## src/rtl/instr_enc_defs.sv

```systemverilog
// -----------------------------------------------------------------------------
// instr_enc_defs
//   Shared definitions for the RV32I instruction encoder: the instruction
//   format codes driven on in_fmt, the error codes reported on err_code, and
//   the major opcodes used by the pipeline's decoder.
// -----------------------------------------------------------------------------
package instr_enc_defs;

  // Instruction format selector (value of in_fmt).
  typedef enum logic [2:0] {
    FMT_R       = 3'd0,
    FMT_I       = 3'd1,
    FMT_I_SHIFT = 3'd2,
    FMT_S       = 3'd3,
    FMT_B       = 3'd4,
    FMT_U       = 3'd5,
    FMT_J       = 3'd6,
    FMT_ILLEGAL = 3'd7
  } fmt_e;

  // Error classification for a rejected bundle.
  typedef enum logic [1:0] {
    ERR_NONE  = 2'd0,
    ERR_RANGE = 2'd1,
    ERR_ALIGN = 2'd2,
    ERR_FMT   = 2'd3
  } err_e;

  // Major opcodes shared with the decoder.
  localparam logic [6:0] I_TYPE      = 7'b0010011;
  localparam logic [6:0] I_TYPE_LOAD = 7'b0000011;
  localparam logic [6:0] S_TYPE      = 7'b0100011;
  localparam logic [6:0] B_TYPE      = 7'b1100011;
  localparam logic [6:0] J_JAL       = 7'b1101111;
  localparam logic [6:0] I_JALR      = 7'b1100111;
  localparam logic [6:0] U_AUIPC     = 7'b0010111;
  localparam logic [6:0] U_LUI       = 7'b0110111;
  localparam logic [6:0] R_TYPE      = 7'b0110011;

endpackage

```

## src/rtl/instr_pack.sv

```systemverilog
// -----------------------------------------------------------------------------
// instr_pack
//   Purely combinational field packer. Places the instruction fields into the
//   RV32I bit layout selected by i_fmt and classifies the immediate.
//   Ports:
//     i_fmt, i_opcode, i_funct3, i_funct7, i_rd, i_rs1, i_rs2, i_imm : fields
//     o_data     : packed 32-bit instruction word (0 for an illegal format)
//     o_err_code : ERR_NONE, or why the bundle cannot be encoded
// -----------------------------------------------------------------------------
module instr_pack
  import instr_enc_defs::*;
(
  input  logic [2:0]  i_fmt,
  input  logic [6:0]  i_opcode,
  input  logic [2:0]  i_funct3,
  input  logic [6:0]  i_funct7,
  input  logic [4:0]  i_rd,
  input  logic [4:0]  i_rs1,
  input  logic [4:0]  i_rs2,
  input  logic [31:0] i_imm,
  output logic [31:0] o_data,
  output err_e        o_err_code
);

  logic signed [31:0] w_imm_s;
  assign w_imm_s = $signed(i_imm);

  // A value that is both out of range and odd reports the range error.
  always_comb begin
    // NOTE: every output gets a default before the case so no path can
    // leave it unassigned and infer a latch.
    o_data     = '0;
    o_err_code = ERR_NONE;
    case (fmt_e'(i_fmt))
      FMT_R: begin
        o_data = {i_funct7, i_rs2, i_rs1, i_funct3, i_rd, i_opcode};
      end
      FMT_I: begin
        o_data = {i_imm[11:0], i_rs1, i_funct3, i_rd, i_opcode};
        if (w_imm_s < -32'sd2048 || w_imm_s > 32'sd2047) o_err_code = ERR_RANGE;
      end
      FMT_I_SHIFT: begin
        o_data = {i_funct7, i_imm[4:0], i_rs1, i_funct3, i_rd, i_opcode};
        if (w_imm_s < 32'sd0 || w_imm_s > 32'sd31) o_err_code = ERR_RANGE;
      end
      FMT_S: begin
        o_data = {i_imm[11:5], i_rs2, i_rs1, i_funct3, i_imm[4:0], i_opcode};
        if (w_imm_s < -32'sd2048 || w_imm_s > 32'sd2047) o_err_code = ERR_RANGE;
      end
      FMT_B: begin
        o_data = {i_imm[12], i_imm[10:5], i_rs2, i_rs1, i_funct3,
                  i_imm[4:1], i_imm[11], i_opcode};
        if (w_imm_s < -32'sd4096 || w_imm_s > 32'sd4094) o_err_code = ERR_RANGE;
        else if (i_imm[0])                                o_err_code = ERR_ALIGN;
      end
      FMT_U: begin
        o_data = {i_imm[31:12], i_rd, i_opcode};
        if (i_imm[11:0] != 12'd0) o_err_code = ERR_ALIGN;
      end
      FMT_J: begin
        o_data = {i_imm[20], i_imm[10:1], i_imm[11], i_imm[19:12], i_rd, i_opcode};
        if (w_imm_s < -32'sd1048576 || w_imm_s > 32'sd1048574) o_err_code = ERR_RANGE;
        else if (i_imm[0])                                      o_err_code = ERR_ALIGN;
      end
      FMT_ILLEGAL: begin
        o_err_code = ERR_FMT;
      end
    endcase
  end

endmodule

```

## src/rtl/instr_encoder.sv

```systemverilog
// -----------------------------------------------------------------------------
// instr_encoder
//   Packs RV32I instruction fields into 32-bit words and emits each word with
//   an auto-incrementing byte address through a single-entry, full-throughput
//   valid/ready register stage. The first encoding error since reset or flush
//   is captured in sticky err/err_code/err_addr.
//   Ports:
//     clk, rst (sync, active high), flush
//     in_valid/in_ready + in_fmt, in_opcode, in_funct3, in_funct7, in_rd,
//       in_rs1, in_rs2, in_imm : input field bundle
//     out_valid/out_ready + out_addr, out_data : encoded word stream
//     err, err_code, err_addr : sticky first-error record
//     word_count : words emitted since reset/flush, saturating
// -----------------------------------------------------------------------------
module instr_encoder
  import instr_enc_defs::*;
#(
  parameter int                ADDR_W    = 32,
  parameter logic [ADDR_W-1:0] BASE_ADDR = '0
) (
  input  logic              clk,
  input  logic              rst,
  input  logic              flush,
  input  logic              in_valid,
  output logic              in_ready,
  input  logic [2:0]        in_fmt,
  input  logic [6:0]        in_opcode,
  input  logic [2:0]        in_funct3,
  input  logic [6:0]        in_funct7,
  input  logic [4:0]        in_rd,
  input  logic [4:0]        in_rs1,
  input  logic [4:0]        in_rs2,
  input  logic [31:0]       in_imm,
  output logic              out_valid,
  input  logic              out_ready,
  output logic [ADDR_W-1:0] out_addr,
  output logic [31:0]       out_data,
  output logic              err,
  output logic [1:0]        err_code,
  output logic [ADDR_W-1:0] err_addr,
  output logic [15:0]       word_count
);

  logic [31:0]       w_pack_data;
  err_e              w_pack_err;
  logic              w_accept;
  logic              w_beat;
  logic              w_ok;
  logic [ADDR_W-1:0] w_next_inc;
  logic [ADDR_W-1:0] w_load_addr;

  logic              r_out_valid;
  logic [31:0]       r_out_data;
  logic [ADDR_W-1:0] r_out_addr;
  logic [ADDR_W-1:0] r_next_addr;
  logic              r_err;
  err_e              r_err_code;
  logic [ADDR_W-1:0] r_err_addr;
  logic [15:0]       r_word_count;

  instr_pack u_pack (
    .i_fmt      (in_fmt),
    .i_opcode   (in_opcode),
    .i_funct3   (in_funct3),
    .i_funct7   (in_funct7),
    .i_rd       (in_rd),
    .i_rs1      (in_rs1),
    .i_rs2      (in_rs2),
    .i_imm      (in_imm),
    .o_data     (w_pack_data),
    .o_err_code (w_pack_err)
  );

  // The stage can take a new bundle whenever the held word is leaving this
  // cycle, so continuous flow has no bubble.
  assign in_ready   = !flush && (!r_out_valid || out_ready);
  assign w_accept   = in_valid && in_ready;
  assign w_beat     = r_out_valid && out_ready;
  assign w_ok       = (w_pack_err == ERR_NONE);
  assign w_next_inc = r_next_addr + ADDR_W'(4);
  // A word loaded in the same cycle as a beat takes the post-increment address.
  assign w_load_addr = w_beat ? w_next_inc : r_next_addr;

  always_ff @(posedge clk) begin
    // NOTE: state registers use non-blocking assignments so every flop
    // samples pre-edge values regardless of statement order.
    if (rst) begin
      r_out_valid  <= 1'b0;
      r_out_data   <= '0;
      r_out_addr   <= BASE_ADDR;
      r_next_addr  <= BASE_ADDR;
      r_err        <= 1'b0;
      r_err_code   <= ERR_NONE;
      r_err_addr   <= '0;
      r_word_count <= '0;
    end else if (flush) begin
      // The held word is dropped; in_ready is low so nothing loads.
      r_out_valid  <= 1'b0;
      r_next_addr  <= BASE_ADDR;
      r_err        <= 1'b0;
      r_err_code   <= ERR_NONE;
      r_err_addr   <= '0;
      r_word_count <= '0;
    end else begin
      if (w_beat) begin
        r_next_addr <= w_next_inc;
        if (r_word_count != 16'hFFFF) r_word_count <= r_word_count + 16'd1;
      end

      if (w_accept && w_ok) begin
        r_out_valid <= 1'b1;
        r_out_data  <= w_pack_data;
        r_out_addr  <= w_load_addr;
      end else if (w_beat) begin
        r_out_valid <= 1'b0;
      end

      // Failing bundles are consumed silently; only the first is recorded.
      if (w_accept && !w_ok && !r_err) begin
        r_err      <= 1'b1;
        r_err_code <= w_pack_err;
        r_err_addr <= w_load_addr;
      end
    end
  end

  assign out_valid  = r_out_valid;
  assign out_data   = r_out_data;
  assign out_addr   = r_out_addr;
  assign err        = r_err;
  assign err_code   = r_err_code;
  assign err_addr   = r_err_addr;
  assign word_count = r_word_count;

endmodule

```

## config.mk

```make
export PLATFORM = sky130hd
export DESIGN_NAME = instr_encoder
export DESIGN_NICKNAME = d
export VERILOG_FILES = /design/src/rtl/instr_enc_defs.sv /design/src/rtl/instr_pack.sv /design/src/rtl/instr_encoder.sv
export SDC_FILE = /design/constraint.sdc
export NUM_CORES = 1
export LEC_CHECK = 0
export CAP_MARGIN = 25
export CORE_MARGIN = 5
export CORE_UTILIZATION = 40
export DETAILED_ROUTE_END_ITERATION = 10
export HOLD_SLACK_MARGIN = 0.03
export PLACE_DENSITY = 0.72
export SLEW_MARGIN = 20
export SYNTH_ARGS = -nofsm -noshare
export SYNTH_HDL_FRONTEND = slang
export SYNTH_SLANG_ARGS = --single-unit
```

## constraint.sdc

```tcl
create_clock -name clk -period 4.89 [get_ports clk]
set_input_delay 0.489 -clock clk [delete_from_list [all_inputs] [get_ports clk]]
set_output_delay 0.489 -clock clk [all_outputs]
set_load 0.05 [all_outputs]
```

Yosys cells after proc, flatten, opt, wreduce, memory -nomap -nowiden
Index checks and enable logic that the tools add are counted.
{ "word_totals": {"ff_bits": 148, "inputBits": 72, "out_inout_bits": 117, "elab_cells": 61} }
{ "classes": {"addsub": 2, "n_lt_le_gt_ge": 8, "n_eq_ne": 8, "mux": 11, "bitwise_logic": 1, "n_reduce_logical": 23} }
{ "op_table": {"columns": ["op", "count"], "rows": [
  ["32-bit one-hot mux with 7 select lines", 1],
  ["32-bit by 3-bit adder with 32-bit output (second input constant)", 1],
  ["32-bit by 12-bit > comparator with 1-bit output (second input constant)", 1],
  ["32-bit by 13-bit > comparator with 1-bit output (second input constant)", 1],
  ["32-bit by 21-bit > comparator with 1-bit output (second input constant)", 1],
  ["32-bit by 6-bit > comparator with 1-bit output (second input constant)", 1],
  ["32-bit by 1-bit less-than comparator with 1-bit output (second input constant)", 1],
  ["32-bit by 12-bit less-than comparator with 1-bit output (second input constant)", 1],
  ["32-bit by 13-bit less-than comparator with 1-bit output (second input constant)", 1],
  ["32-bit by 21-bit less-than comparator with 1-bit output (second input constant)", 1],
  ["32-bit two-way mux", 1],
  ["16-bit by 1-bit adder with 16-bit output (second input constant)", 1],
  ["16-bit inequality test (second input constant)", 1],
  ["3-bit == test (second input constant)", 4],
  ["2-bit one-hot mux with 6 select lines", 1],
  ["12-bit nonzero test", 1],
  ["2-bit two-way mux", 4],
  ["3-bit by 2-bit == test with 1-bit output (second input constant)", 2],
  ["1-bit logical AND", 6],
  ["1-bit logical OR", 5],
  ["1-bit zero test", 4],
  ["1-bit two-way mux", 4],
  ["2-bit AND reduction", 2],
  ["2-bit OR reduction", 2],
  ["other kinds (5)", 5]
]} }

Logic depth before layout (Yosys ltp)
Gate-level depths: netlist (run 1).
{ "depth": {"word_depth": 8, "mapped_depth": 11, "depth_no_buf": 8} }

Modules after synthesis
Synthesis (run 1) repeated with hierarchy kept, for this count alone.
{ "hier_totals": {"cells_unflattened": 793, "hier_area_um2": 6526.3} }
{ "modules_own_cells": {"columns": ["module", "instances", "cells_each", "area_per_inst_um2", "seq_area_each_um2"], "rows": [
  ["instr_encoder", 1, 615, 5469.0, 2842.7],
  ["instr_pack", 1, 178, 1057.3, 0.0]
]} }

Least setup slack after synthesis (run 1)
Ideal clock, no wire load.
{ "synth_path": {"kind": "register to register", "start": "reg r_out_valid (netlist: out_valid)", "end": "reg r_err_addr[10] (netlist: err_addr[10])", "setup_ps": 86, "arrival_time_ps": 2690, "t_required_ps": 4804, "path_slack_ps": 2114, "stages_incl_launch_ff": 9, "n_path_buf": 2, "synth_period_minus_slack_ps": 2776, "path_cell_list": "dfxtp_1 -> a21oi_1 -> nand2_1 -> nor2_1 -> o31a_1 -> clkbuf_1 -> buf_2 -> nor2_1 -> a211oi_1"} }
{ "synth_via": {"elab_chain_cells": 6, "elab_cells_between_ends": 8, "classes_between": "1 x mux; 7 x reduce/logical"} }
{ "synth_rtl": {"columns": ["element", "line", "text"], "rows": [
  ["from (decl)", "instr_encoder.sv:52", "logic r_out_valid;"],
  ["from (signal assigned)", "instr_encoder.sv:88", "r_out_valid <= 1'b0;"],
  ["from (signal assigned)", "instr_encoder.sv:98", "r_out_valid <= 1'b0;"],
  ["from (signal assigned)", "instr_encoder.sv:111", "r_out_valid <= 1'b1;"],
  ["1-bit zero test", "instr_encoder.sv:76", "assign in_ready = !flush && (!r_out_valid || out_ready);"],
  ["1-bit logical OR", "instr_encoder.sv:76", null],
  ["1-bit logical AND", "instr_encoder.sv:76", null],
  ["net in_ready", "instr_encoder.sv:25", "output logic in_ready,"],
  ["1-bit logical AND", "instr_encoder.sv:77", "assign w_accept = in_valid && in_ready;"],
  ["1-bit logical AND (2 in a row)", "instr_encoder.sv:119", "if (w_accept && !w_ok && !r_err) begin"],
  ["to (signal assigned)", "instr_encoder.sv:122", "r_err_addr <= w_load_addr;"],
  ["to (decl)", "instr_encoder.sv:58", "logic [ADDR_W-1:0] r_err_addr;"]
]} }
The timed path passes the listed nets, and every way through them passes these cells.
A chain may end at the register's enable or synchronous reset.

Worst setup path in the final report (run 1)
{ "layout_path": {"start": "in in_fmt[0]", "end": "reg r_out_addr[20] (netlist: out_addr[20])"} }
{ "layout_via": {"elab_chain_cells": 6, "elab_cells_between_ends": 12, "classes_between": "7 x eq/ne; 1 x mux; 4 x reduce/logical"} }
{ "layout_rtl": {"columns": ["element", "line", "text"], "rows": [
  ["from (decl)", "instr_encoder.sv:26", "input logic [2:0] in_fmt,"],
  ["3-bit by 1-bit == test with 1-bit output or 3-bit by 2-bit == test with 1-bit output (tied branches)", "instr_pack.sv:34", "case (fmt_e'(i_fmt))"],
  ["2-bit OR reduction (no line)", null, null],
  ["2-bit one-hot mux with 6 select lines *", "instr_pack.sv:34", null],
  ["2-bit zero test *", "instr_encoder.sv:79", "assign w_ok = (w_pack_err == ERR_NONE);"],
  ["1-bit logical AND *", "instr_encoder.sv:110", "if (w_accept && w_ok) begin"],
  ["2-bit AND reduction (no line) *", null, null],
  ["to (signal assigned)", "instr_encoder.sv:113", "r_out_addr <= w_load_addr;"],
  ["to (decl)", "instr_encoder.sv:54", "logic [ADDR_W-1:0] r_out_addr;"]
]} }
Every way passes the cells marked *; elsewhere a longest branch is shown, timed or not.

==> run metrics, run 1 <==
asr flop ratio synth 0; Layout Nets 993; Initial Util 0.408; Synth Flop Type dfxtp_1; crit-path max cell delay 0.77 ns; Yosys reg bits 142; Min-Delay Path Class reg2reg; mapped cell area 6510 sq um; status finished clean; CTS buffer count 17; sequential area share after synthesis 0.437; worst slack, placed 0.663 ns; initial antenna violation count 0; commonest non-fill, non-tap cell in the layout clkdlybuf4s50_1; Detailed Route WL 19.5 mm; largest vdd supply drop 0.259 mV; Area contributors post-synth dfxtp_1, a211oi_1, nor2_1, a21oi_1, xor2_1; Congestion Overflow GR 0; fin cells 1148; Clk pin slew, worst setup/hold paths 0.06 ns; skew final 0.00633 ns; count of final hold-check violations 0; Worst Path Max Fanout 34; unrepaired setup endpoints after global routing false; initial drt markers 490; Max-Cap Viols 0; power per cell area 324 nW/um^2; router iterations before antenna repair 5; Die X-Extent 138 um; Clock Tree Buf Depth 2; CTS tree done; slowest CP cell clkdlybuf4s50_1; setup TNS 0 ns; DP Area 8460 sq um; Final Critical Period 3.54 ns; Placed Instances 1115; switching portion of total power 0.280; overall power 2.94 mW; final hold slack 0.458 ns; routed len/inst 17.0 um; core region area 15900 sq um; clock power share 0.436; Crit. End Element flop; post-synthesis adder-cell area fraction 0.00384; die span in y 138 um; post-synthesis simple-gate area fraction 0.204; largest net degree at the start of global routing 71; cell row count 46; Root Buffer clkbuf_16; critical path's top delay family buffers and inverters; Die ar. 18900 sq um; Slew headroom 0.330; Comb pwr share 0.155; Worst EP arrival 3.86 ns; share of the synthesized area in the top cell type 0.437; commonest non-fill, non-tap cells in the layout clkdlybuf4s50_1, dfxtp_1, nor2_1, a211oi_1, a21oi_1; EDFF count, synth 0; top-level I/O count 189; Final Setup Violations 0; Routed Antenna Nets 0; Leak 3.02 nW; Vias 6223; fraction of layout cells with a size suffix above 1 0.0665; crit path cell chain clkdlybuf4s50_1, buf_4, nor3b_1, nor4b_1, o2bb2ai_1, o311ai_1, nor3_4, buf_8, buf_4, a21oi_1, a211oi_1; Layout area overhead 39.3%; Yosys cell types 55; H-tree level count 4; biggest area consumer among synthesized cells dfxtp_1; Seq pwr share 0.409; slew at the pin closest to its max-slew limit 1.01 ns; final worst slack 1.35 ns; final instance area 9070 sq um; fin util 0.569; WS Path Type in2reg; Yosys warning count 0; GRT Total Usage 0.202; Vias/cell 5.42; largest family of logic cells by synthesized area compound AO/OA/AOI/OAI gates; Post-DP HPWL 13.7 mm; CP Buf/Inv Count 4; Final period util 0.724; drc violations 0; number of post-CTS setup repair buffers 0; Final Slew Violations 0; XOR/XNOR Fraction of Synth Area 0.0592; clock latency on the worst-skew pair 0.42 ns; critical path launch point type input port; number of clock sinks 142; Port Buffers 184; Final GP Congestion 0.937; Top cell by count, worst path buf_4; Critical Path RT 5.21 ns; internal power 2.12 mW; post-synthesis mux area share 0.0194; first-pass GRT wire length 30.5 mm; Sw Pwr 824 uW; Mean Syn Cell Area 8.50 sq um; post_cts resized 0; n_diodes 0; hold_buf cts 0; cells after synthesis 766; complex-gate fraction of the synthesized area 0.227; fmax 0.283 GHz; vias in the first global route 5769
worst paths after layout:
kind / startpoint / end / cells after the start / slack [ns]
worst max-delay path: in_fmt[0] / out_addr[20]$_SDFFE_PP0P_ / 11 / 1.35
worst min-delay path: err_code[0]$_SDFFE_PP0P_ / err_code[0]$_SDFFE_PP0P_ / 2 / 0.46
worst max register to register: out_valid$_SDFFE_PP0P_ / err_addr[11]$_SDFFE_PP0P_ / 7 / 2.42
worst min register to register: err_code[0]$_SDFFE_PP0P_ / err_code[0]$_SDFFE_PP0P_ / 2 / 0.46
tightest hold or removal path: cells and delay by family, from the launching register on:
| kind | cells | cell delay, ns |
|---|---|---|
| DFF | 1 | 0.31 |
| and+or+nand+nor | 1 | 0.05 |
| AOI/OAI and AO/OA | 1 | 0.05 |
kinds of logic (layout without fill, tap and decap cells):
family	count (synthesis)	after routing
fa+ha+maj	2	2
other cells	1	4
flops	142	142
compound gates	229	229
xor+xnor	44	44
mux	12	12
buf+inv	74	237
simple gates	262	262
cell usage after synthesis (all sizes together) (3+ instances only):
cell,count
a21oi,71
nor4,7
o21ai,37
nor2,99
o2111ai,4
or4,3
a211oi,91
nand4,27
clkbuf,47
and4,4
nand2b,14
nor3,5
nor2b,19
xnor2,5
nor3b,3
nand3,27
buf,20
mux2,5
inv,7
xor2,39
mux2i,7
dfxtp,142
and2,8
a22oi,7
a221oi,8
and3,5
nand2,31
or3,3
cell type report:
class | count | area, sq um
multi-input combinational | 553 | 3380
tap | 216 | 270
inverter | 7 | 26.3
fill | 1473 | 6870
clock buffer | 18 | 429
timing repair buffer | 198 | 1960
clock inverter | 14 | 158
sequential | 142 | 2840
layer usage:
metal  wire, um  GRT usage  up-vias  share of wire
met5          0          0        -              0
met4        442     0.0671        0          0.023
met3       1150     0.0427       32          0.059
met2       9080      0.321      189           0.47
met1       8790      0.275     2915           0.45
li1           -          -     3087              -
state kept, by name (all words and copies together), names as in the netlist:
| name | count |
|---|---|
| out_addr | 30 |
| word_count | 16 |
| r_next_addr | 30 |
| err_addr | 30 |
| err | 1 |
| out_data | 32 |
| out_valid | 1 |
| err_code | 2 |
power by group through the flow:
stage / Combinational (mW) / Sequential [mW] / Clock (mW)
2_1_floorplan: 0.178 / 1.33 / 0
3_3_place_gp: 0.448 / 1.23 / 0
3_5_place_dp: 0.451 / 1.23 / 0
4_1_cts: 0.454 / 1.20 / 1.31
5_1_grt: 0.487 / 1.21 / 1.35
6_report: 0.456 / 1.20 / 1.28
Power figures use the tool's default switching activity.
==> inputs of run 2 (changes only) <==
==> constraint.sdc (replaced) <==
create_clock -name clk -period 3.6 [get_ports clk]
set_input_delay 0.36 -clock clk [delete_from_list [all_inputs] [get_ports clk]]
set_output_delay 0.36 -clock clk [all_outputs]
set_load 0.05 [all_outputs]
==> run 2 against run 1 <==
Total power grew 37%. Sequential share of layout area shrank 0.80 points. Core utilization grew 1.5 points. Critical path type unchanged. Largest power group unchanged. Sequential power grew 37%. Hold slack gained 0.0015 ns. Cell area grew 2.6%. Critical endpoint is now out_data[15]$_SDFFE_PP0P_.
==> run metrics, run 2 (same netlist as run 1, synthesis figures left out) <==
Layout Nets 1019 (was 993); Worst EP arrival 3.52 ns (was 3.86 ns); filler instances 1458 (was 1473); initial drt markers 413 (was 490); setup TNS 0 ns (unchanged); fmax 0.313 GHz; CTS buffer count 17 (unchanged); Worst Path Max Fanout 39 (was 34); reg2reg end err_addr[21]$_SDFFE_PP0P_ (was err_addr[11]$_SDFFE_PP0P_); WS Path Type in2reg (unchanged); Reg area 2840 sq um (unchanged); Root Buffer clkbuf_16 (unchanged); Min-Delay Path Class reg2reg (unchanged); Vias/cell 5.44 (was 5.42); initial antenna violation count 0 (unchanged); count of final hold-check violations 0 (unchanged); Final Setup Violations 0 (unchanged); fin cells 1174 (was 1148); met3 Use GR 0.0478 (was 0.0427); overall power 4.02 mW (was 2.94 mW); Initial Util 0.408 (unchanged); Final Critical Period 3.20 ns; die span in y 138 um (unchanged); routed len/inst 16.7 um (was 17.0 um); n_diodes 0 (unchanged); DP Area 8710 sq um (was 8460 sq um); top-level I/O count 189 (unchanged); critical path's top delay family simple AND/OR/NAND/NOR gates (was buffers and inverters); Final GP Congestion 0.911 (was 0.937); Die ar. 18900 sq um (unchanged); number of post-CTS setup repair buffers 0 (unchanged); power per cell area 432 nW/um^2 (was 324 nW/um^2); Max-Cap Viols 0 (unchanged); commonest non-fill, non-tap cell in the layout clkdlybuf4s50_1 (unchanged); met2 Use GR 0.325 (was 0.321); skew final 0.00740 ns (was 0.00633 ns); Final Slew Violations 0 (unchanged); core region area 15900 sq um (unchanged); Critical Path RT 3.93 ns (was 5.21 ns); H-tree level count 4 (unchanged); final instance area 9310 sq um (was 9070 sq um); drc violations 0 (unchanged); Slew headroom 0.327 (was 0.330); Detailed Route WL 19.6 mm (was 19.5 mm); Vias 6382 (was 6223); vias in the first global route 5960 (was 5769); fraction of layout cells with a size suffix above 1 0.0898 (was 0.0665); GRT Total Usage 0.204 (was 0.202); CP Buf/Inv Count 2 (was 4); clock latency on the worst-skew pair 0.42 ns (about the same); FF-to-FF setup slack 1.43 ns (was 2.42 ns); crit-path max cell delay 0.84 ns (was 0.77 ns); largest net degree at the start of global routing 71 (unchanged); Congestion Overflow GR 0 (unchanged); reg2reg start out_valid$_SDFFE_PP0P_ (unchanged); Clk pin slew, worst setup/hold paths 0.06 ns (about the same); router iterations before antenna repair 5 (unchanged); Leak 3.17 nW (was 3.02 nW); grt met1 use 0.267 (was 0.275); hold_buf cts 0 (unchanged); Placed Instances 1142 (was 1115); Port Buffers 184 (unchanged); Hold Path End err_code[1]$_SDFFE_PP0P_ (was err_code[0]$_SDFFE_PP0P_); GRT Max-Usage Layer met2 (unchanged); cell row count 46 (unchanged); crit path cell chain clkdlybuf4s50_1, or4_1, nor4_2, a21boi_1, or3_4, nor3_4, buf_12, a21oi_1, a211oi_1 (was clkdlybuf4s50_1, buf_4, nor3b_1, nor4b_1, o2bb2ai_1, o311ai_1, nor3_4, buf_8, buf_4, a21oi_1, a211oi_1); Crit. End Element flop (unchanged); Final period util 0.888; number of clock sinks 142 (unchanged); WHS Path Cells 2 (unchanged); Die X-Extent 138 um (unchanged); max FFs per register 32 (unchanged); status finished clean (unchanged); largest vdd supply drop 0.346 mV (was 0.259 mV); worst-case reg-to-reg path depth 7 (unchanged); post_cts resized 0 (unchanged); critical path launch point type input port (unchanged); first-pass GRT wire length 30.7 mm (was 30.5 mm); slew at the pin closest to its max-slew limit 1.01 ns (about the same); commonest non-fill, non-tap cells in the layout clkdlybuf4s50_1, dfxtp_1, nor2_1, a211oi_1, a21oi_1 (unchanged); Routed Antenna Nets 0 (unchanged); unrepaired setup endpoints after global routing false (unchanged); Clock Tree Buf Depth 2 (unchanged); Hold Crit Start err_code[1]$_SDFFE_PP0P_ (was err_code[0]$_SDFFE_PP0P_); slowest CP cell nor3_4 (was clkdlybuf4s50_1); CTS tree done (unchanged); Layout area overhead 43.0% (was 39.3%); Multi-input gate area 3380 sq um (about the same); Post-DP HPWL 14.1 mm (was 13.7 mm)
==> run 2: cell types whose count changed in the layout (fill, tap and decap cells not counted) <==
cell,delta
buf_12,+4
inv_6,-2
clkinv_4,+2
clkinvlp_4,-4
inv_8,-2
clkbuf_1,+2
buf_4,+23
nor4_2,+1
buf_8,-1
clkbuf_8,+4
nor4_4,-1
==> run 2: worst reg2reg max path: cells and delay by family (launching register included) <==
| family | cells | cell delay, ns |
|---|---|---|
| AOI/OAI and AO/OA | 3 | 0.80 |
| buffers and inverters | 1 | 0.24 |
| DFF | 1 | 0.40 |
| and+or+nand+nor | 3 | 0.62 |
==> run 2: area by class of cell <==
cell class	instances	share of cell area
clock inverter	8	0.0113
multi-input combinational	553	0.363
sequential	142	0.305
timing repair buffer	224	0.236
clock buffer	24	0.0528
inverter	7	0.00282
tap	216	0.0290
==> run 2: how the worst max path moves through the flow <==
stage | startpoint | to | slack (ns) | cells after the start
6_report | in_imm[9] | out_data[15]$_SDFFE_PP0P_ | 0.40 | 9
5_1_grt | in_imm[9] | out_data[16]$_SDFFE_PP0P_ | 0.18 | 9
4_1_cts | in_imm[9] | out_data[15]$_SDFFE_PP0P_ | 0.39 | 9
3_5_place_dp | in_imm[9] | out_addr[3]$_SDFFE_PP0P_ | -0.04 | 9
3_3_place_gp | in_imm[9] | out_data[15]$_SDFFE_PP0P_ | 0.009 | 9
2_1_floorplan | out_valid$_SDFFE_PP0P_ | err_addr[10]$_SDFFE_PP0P_ | 0.82 | 8
==> run 2: power by group <==
| group | internal (mW) | total (mW) | switching [mW] |
|---|---|---|---|
| sequential | 1.61 | 1.64 | 0.0231 |
| clock | 1.10 | 1.74 | 0.642 |
| combinational | 0.253 | 0.647 | 0.394 |
| total | 2.96 | 4.02 | 1.06 |
==> run 2: per-layer routing <==
metal	part of all wire	wire length (um)
met5	0	0
met4	0.025	494
met3	0.071	1390
met2	0.47	9170
met1	0.44	8520
==> run 2: metrics by stage <==
| stage | utilization | hold slack (ns) | worst slack [ns] |
|---|---|---|---|
| global placement | 0.547 | 0.443 | 0.00900 |
| finish | 0.584 | 0.459 | 0.403 |
| detailed placement | 0.547 | 0.453 | -0.0403 |
| global route | 0.584 | 0.481 | 0.175 |
| floorplan | - | 0.488 | 0.824 |
| CTS | 0.584 | 0.462 | 0.386 |
==> inputs of run 3 (changes only) <==
--- a/config.mk
+++ b/config.mk
@@ -11,6 +11,7 @@
 export DETAILED_ROUTE_END_ITERATION = 10
 export HOLD_SLACK_MARGIN = 0.03
 export PLACE_DENSITY = 0.72
+export REMOVE_ABC_BUFFERS = 1
 export SLEW_MARGIN = 20
 export SYNTH_ARGS = -nofsm -noshare
 export SYNTH_HDL_FRONTEND = slang
==> run 3 against run 2 <==
Cell count down 1.5%. Non-clock buffer count shrank 18. Die area did not move. Critical path type unchanged. Critical endpoint is now out_data[7]$_SDFFE_PP0P_. Highest routed layer unchanged.
==> run metrics, run 3 (same netlist as run 1, synthesis figures left out) <==
status finished clean (unchanged); DP Area 8580 sq um (was 8710 sq um); Final Critical Period 2.81 ns (was 3.20 ns); worst-case reg-to-reg path depth 7 (unchanged); Initial Util 0.408 (unchanged); cell row count 46 (unchanged); critical path launch point type input port (unchanged); Die ar. 18900 sq um (unchanged); Port Buffers 184 (unchanged); power per cell area 446 nW/um^2 (was 432 nW/um^2); Hold Crit Start rst (was err_code[1]$_SDFFE_PP0P_); FF-to-FF setup slack 1.50 ns (was 1.43 ns); Layout area overhead 41.2% (was 43.0%); commonest non-fill, non-tap cell in the layout clkdlybuf4s50_1 (unchanged); Final Slew Violations 0 (unchanged); Congestion Overflow GR 0 (unchanged); drc violations 0 (unchanged); Critical Path RT 3.95 ns (was 3.93 ns); Detailed Route WL 19.4 mm (was 19.6 mm); final instance area 9200 sq um (was 9310 sq um); skew final 0.00794 ns (was 0.00740 ns); die span in y 138 um (unchanged); Vias/cell 5.41 (was 5.44); GRT Total Usage 0.203 (was 0.204); CTS buffer count 17 (unchanged); initial antenna violation count 0 (unchanged); post_cts resized 0 (unchanged); WHS Path Cells 2 (unchanged); final hold slack 0.412 ns (was 0.459 ns); Clk pin slew, worst setup/hold paths 0.06 ns (about the same); Routed Antenna Nets 0 (unchanged); Final GP Congestion 0.890 (was 0.911); Crit. End Element flop (unchanged); number of clock sinks 142 (unchanged); initial drt markers 399 (was 413); Layout Nets 1001 (was 1019); core region area 15900 sq um (unchanged); largest net degree at the start of global routing 81 (was 71); commonest non-fill, non-tap cells in the layout clkdlybuf4s50_1, dfxtp_1, nor2_1, a211oi_1, a21oi_1 (unchanged); Clock Tree Buf Depth 2 (unchanged); router iterations before antenna repair 6 (was 5); Root Buffer clkbuf_16 (unchanged); WS Path Type in2reg (unchanged); number of post-CTS setup repair buffers 0 (unchanged); vias in the first global route 5926 (was 5960); top-level I/O count 189 (unchanged); Max-Cap Viols 0 (unchanged); hold_buf cts 0 (unchanged); fraction of layout cells with a size suffix above 1 0.0745 (was 0.0898); slew at the pin closest to its max-slew limit 0.843 ns (was 1.01 ns); Min-Delay Path Class in2reg (was reg2reg); largest vdd supply drop 0.338 mV (was 0.346 mV); Final Setup Violations 0 (unchanged); first-pass GRT wire length 30.6 mm (was 30.7 mm); Final period util 0.780 (was 0.888); Slew headroom 0.438 (was 0.327); reg2reg start out_valid$_SDFFE_PP0P_ (unchanged); unrepaired setup endpoints after global routing false (unchanged); Worst EP arrival 3.16 ns (was 3.52 ns); Die X-Extent 138 um (unchanged); Vias 6253 (was 6382); setup TNS 0 ns (unchanged); clock latency on the worst-skew pair 0.41 ns (was 0.42 ns); H-tree level count 4 (unchanged); count of final hold-check violations 0 (unchanged); Hold Path End out_data[14]$_SDFFE_PP0P_ (was err_code[1]$_SDFFE_PP0P_); Worst Path Max Fanout 6 (was 39); n_diodes 0 (unchanged); max FFs per register 32 (unchanged); CTS tree done (unchanged); fmax 0.356 GHz (was 0.313 GHz); reg2reg end err_addr[26]$_SDFFE_PP0P_ (was err_addr[21]$_SDFFE_PP0P_); Post-DP HPWL 13.5 mm (was 14.1 mm); Leak 3.07 nW (was 3.17 nW); routed len/inst 16.8 um (was 16.7 um)
[run 3: cell types whose count changed in the layout (fill, tap and decap cells not counted)]
| cell | delta |
|---|---|
| buf_4 | -18 |
| clkinvlp_4 | +4 |
| clkinv_4 | -3 |
| clkbuf_1 | -2 |
| clkbuf_8 | -2 |
| bufinv_16 | +1 |
| inv_6 | +1 |
| inv_8 | +1 |
[run 3: how the worst max path moves through the flow]
stage	end	slack (ns)	startpoint	depth (start not counted)
2_1_floorplan	out_data[10]$_SDFFE_PP0P_	-0.27	in_imm[9]	7
3_3_place_gp	out_data[7]$_SDFFE_PP0P_	0.43	in_imm[9]	8
3_5_place_dp	out_data[7]$_SDFFE_PP0P_	0.39	in_imm[9]	8
4_1_cts	out_data[7]$_SDFFE_PP0P_	0.83	in_imm[9]	8
5_1_grt	err_addr[11]$_SDFFE_PP0P_	0.60	in_fmt[2]	9
6_report	out_data[7]$_SDFFE_PP0P_	0.79	in_imm[9]	8
[run 3: routing by layer]
| layer | GRT usage | vias up | wire, um |
|---|---|---|---|
| li1 | - | 3096 | - |
| met1 | 0.265 | 2920 | 8540 |
| met2 | 0.326 | 218 | 8850 |
| met3 | 0.0595 | 19 | 1810 |
| met4 | 0.0588 | 0 | 229 |
| met5 | 0 | - | 0 |
[run 3: layout make-up]
type	instances	area, sq um
Inverter	7	26.3
Fill cell	1467	6750
Clock inverter	12	159
Tap cell	216	270
Clock buffer	20	457
Sequential cell	142	2840
Timing Repair Buffer	206	2060
Multi-Input combinational cell	553	3380
[run 3: stage by stage]
stage          total power [mW]   util  setup WS, ns  instances
2_1_floorplan              2.00      -        -0.267        702
3_3_place_gp               2.30  0.538         0.435       1124
3_5_place_dp               2.30  0.538         0.395       1124
4_1_cts                    4.14  0.577         0.835       1156
5_1_grt                    4.26  0.577         0.599       1156
6_report                   4.10  0.577         0.793       1156
[run 3: report_power, final]
part           leakage [nW]  internal [mW]  total (mW)  switching, mW
logic                  1.63          0.241       0.631          0.391
registers              1.15           1.61        1.63         0.0228
clock network         0.291           1.13        1.83          0.697
total                  3.07           2.99        4.10           1.11
[run 3: critical path: stages]
cell,delay (ns)
clkdlybuf4s50_1,0.47
or4_1,0.59
nor4_2,0.20
a21boi_1,0.12
or3_4,0.43
or3_4,0.44
or4_1,0.47
o21ai_1,0.07
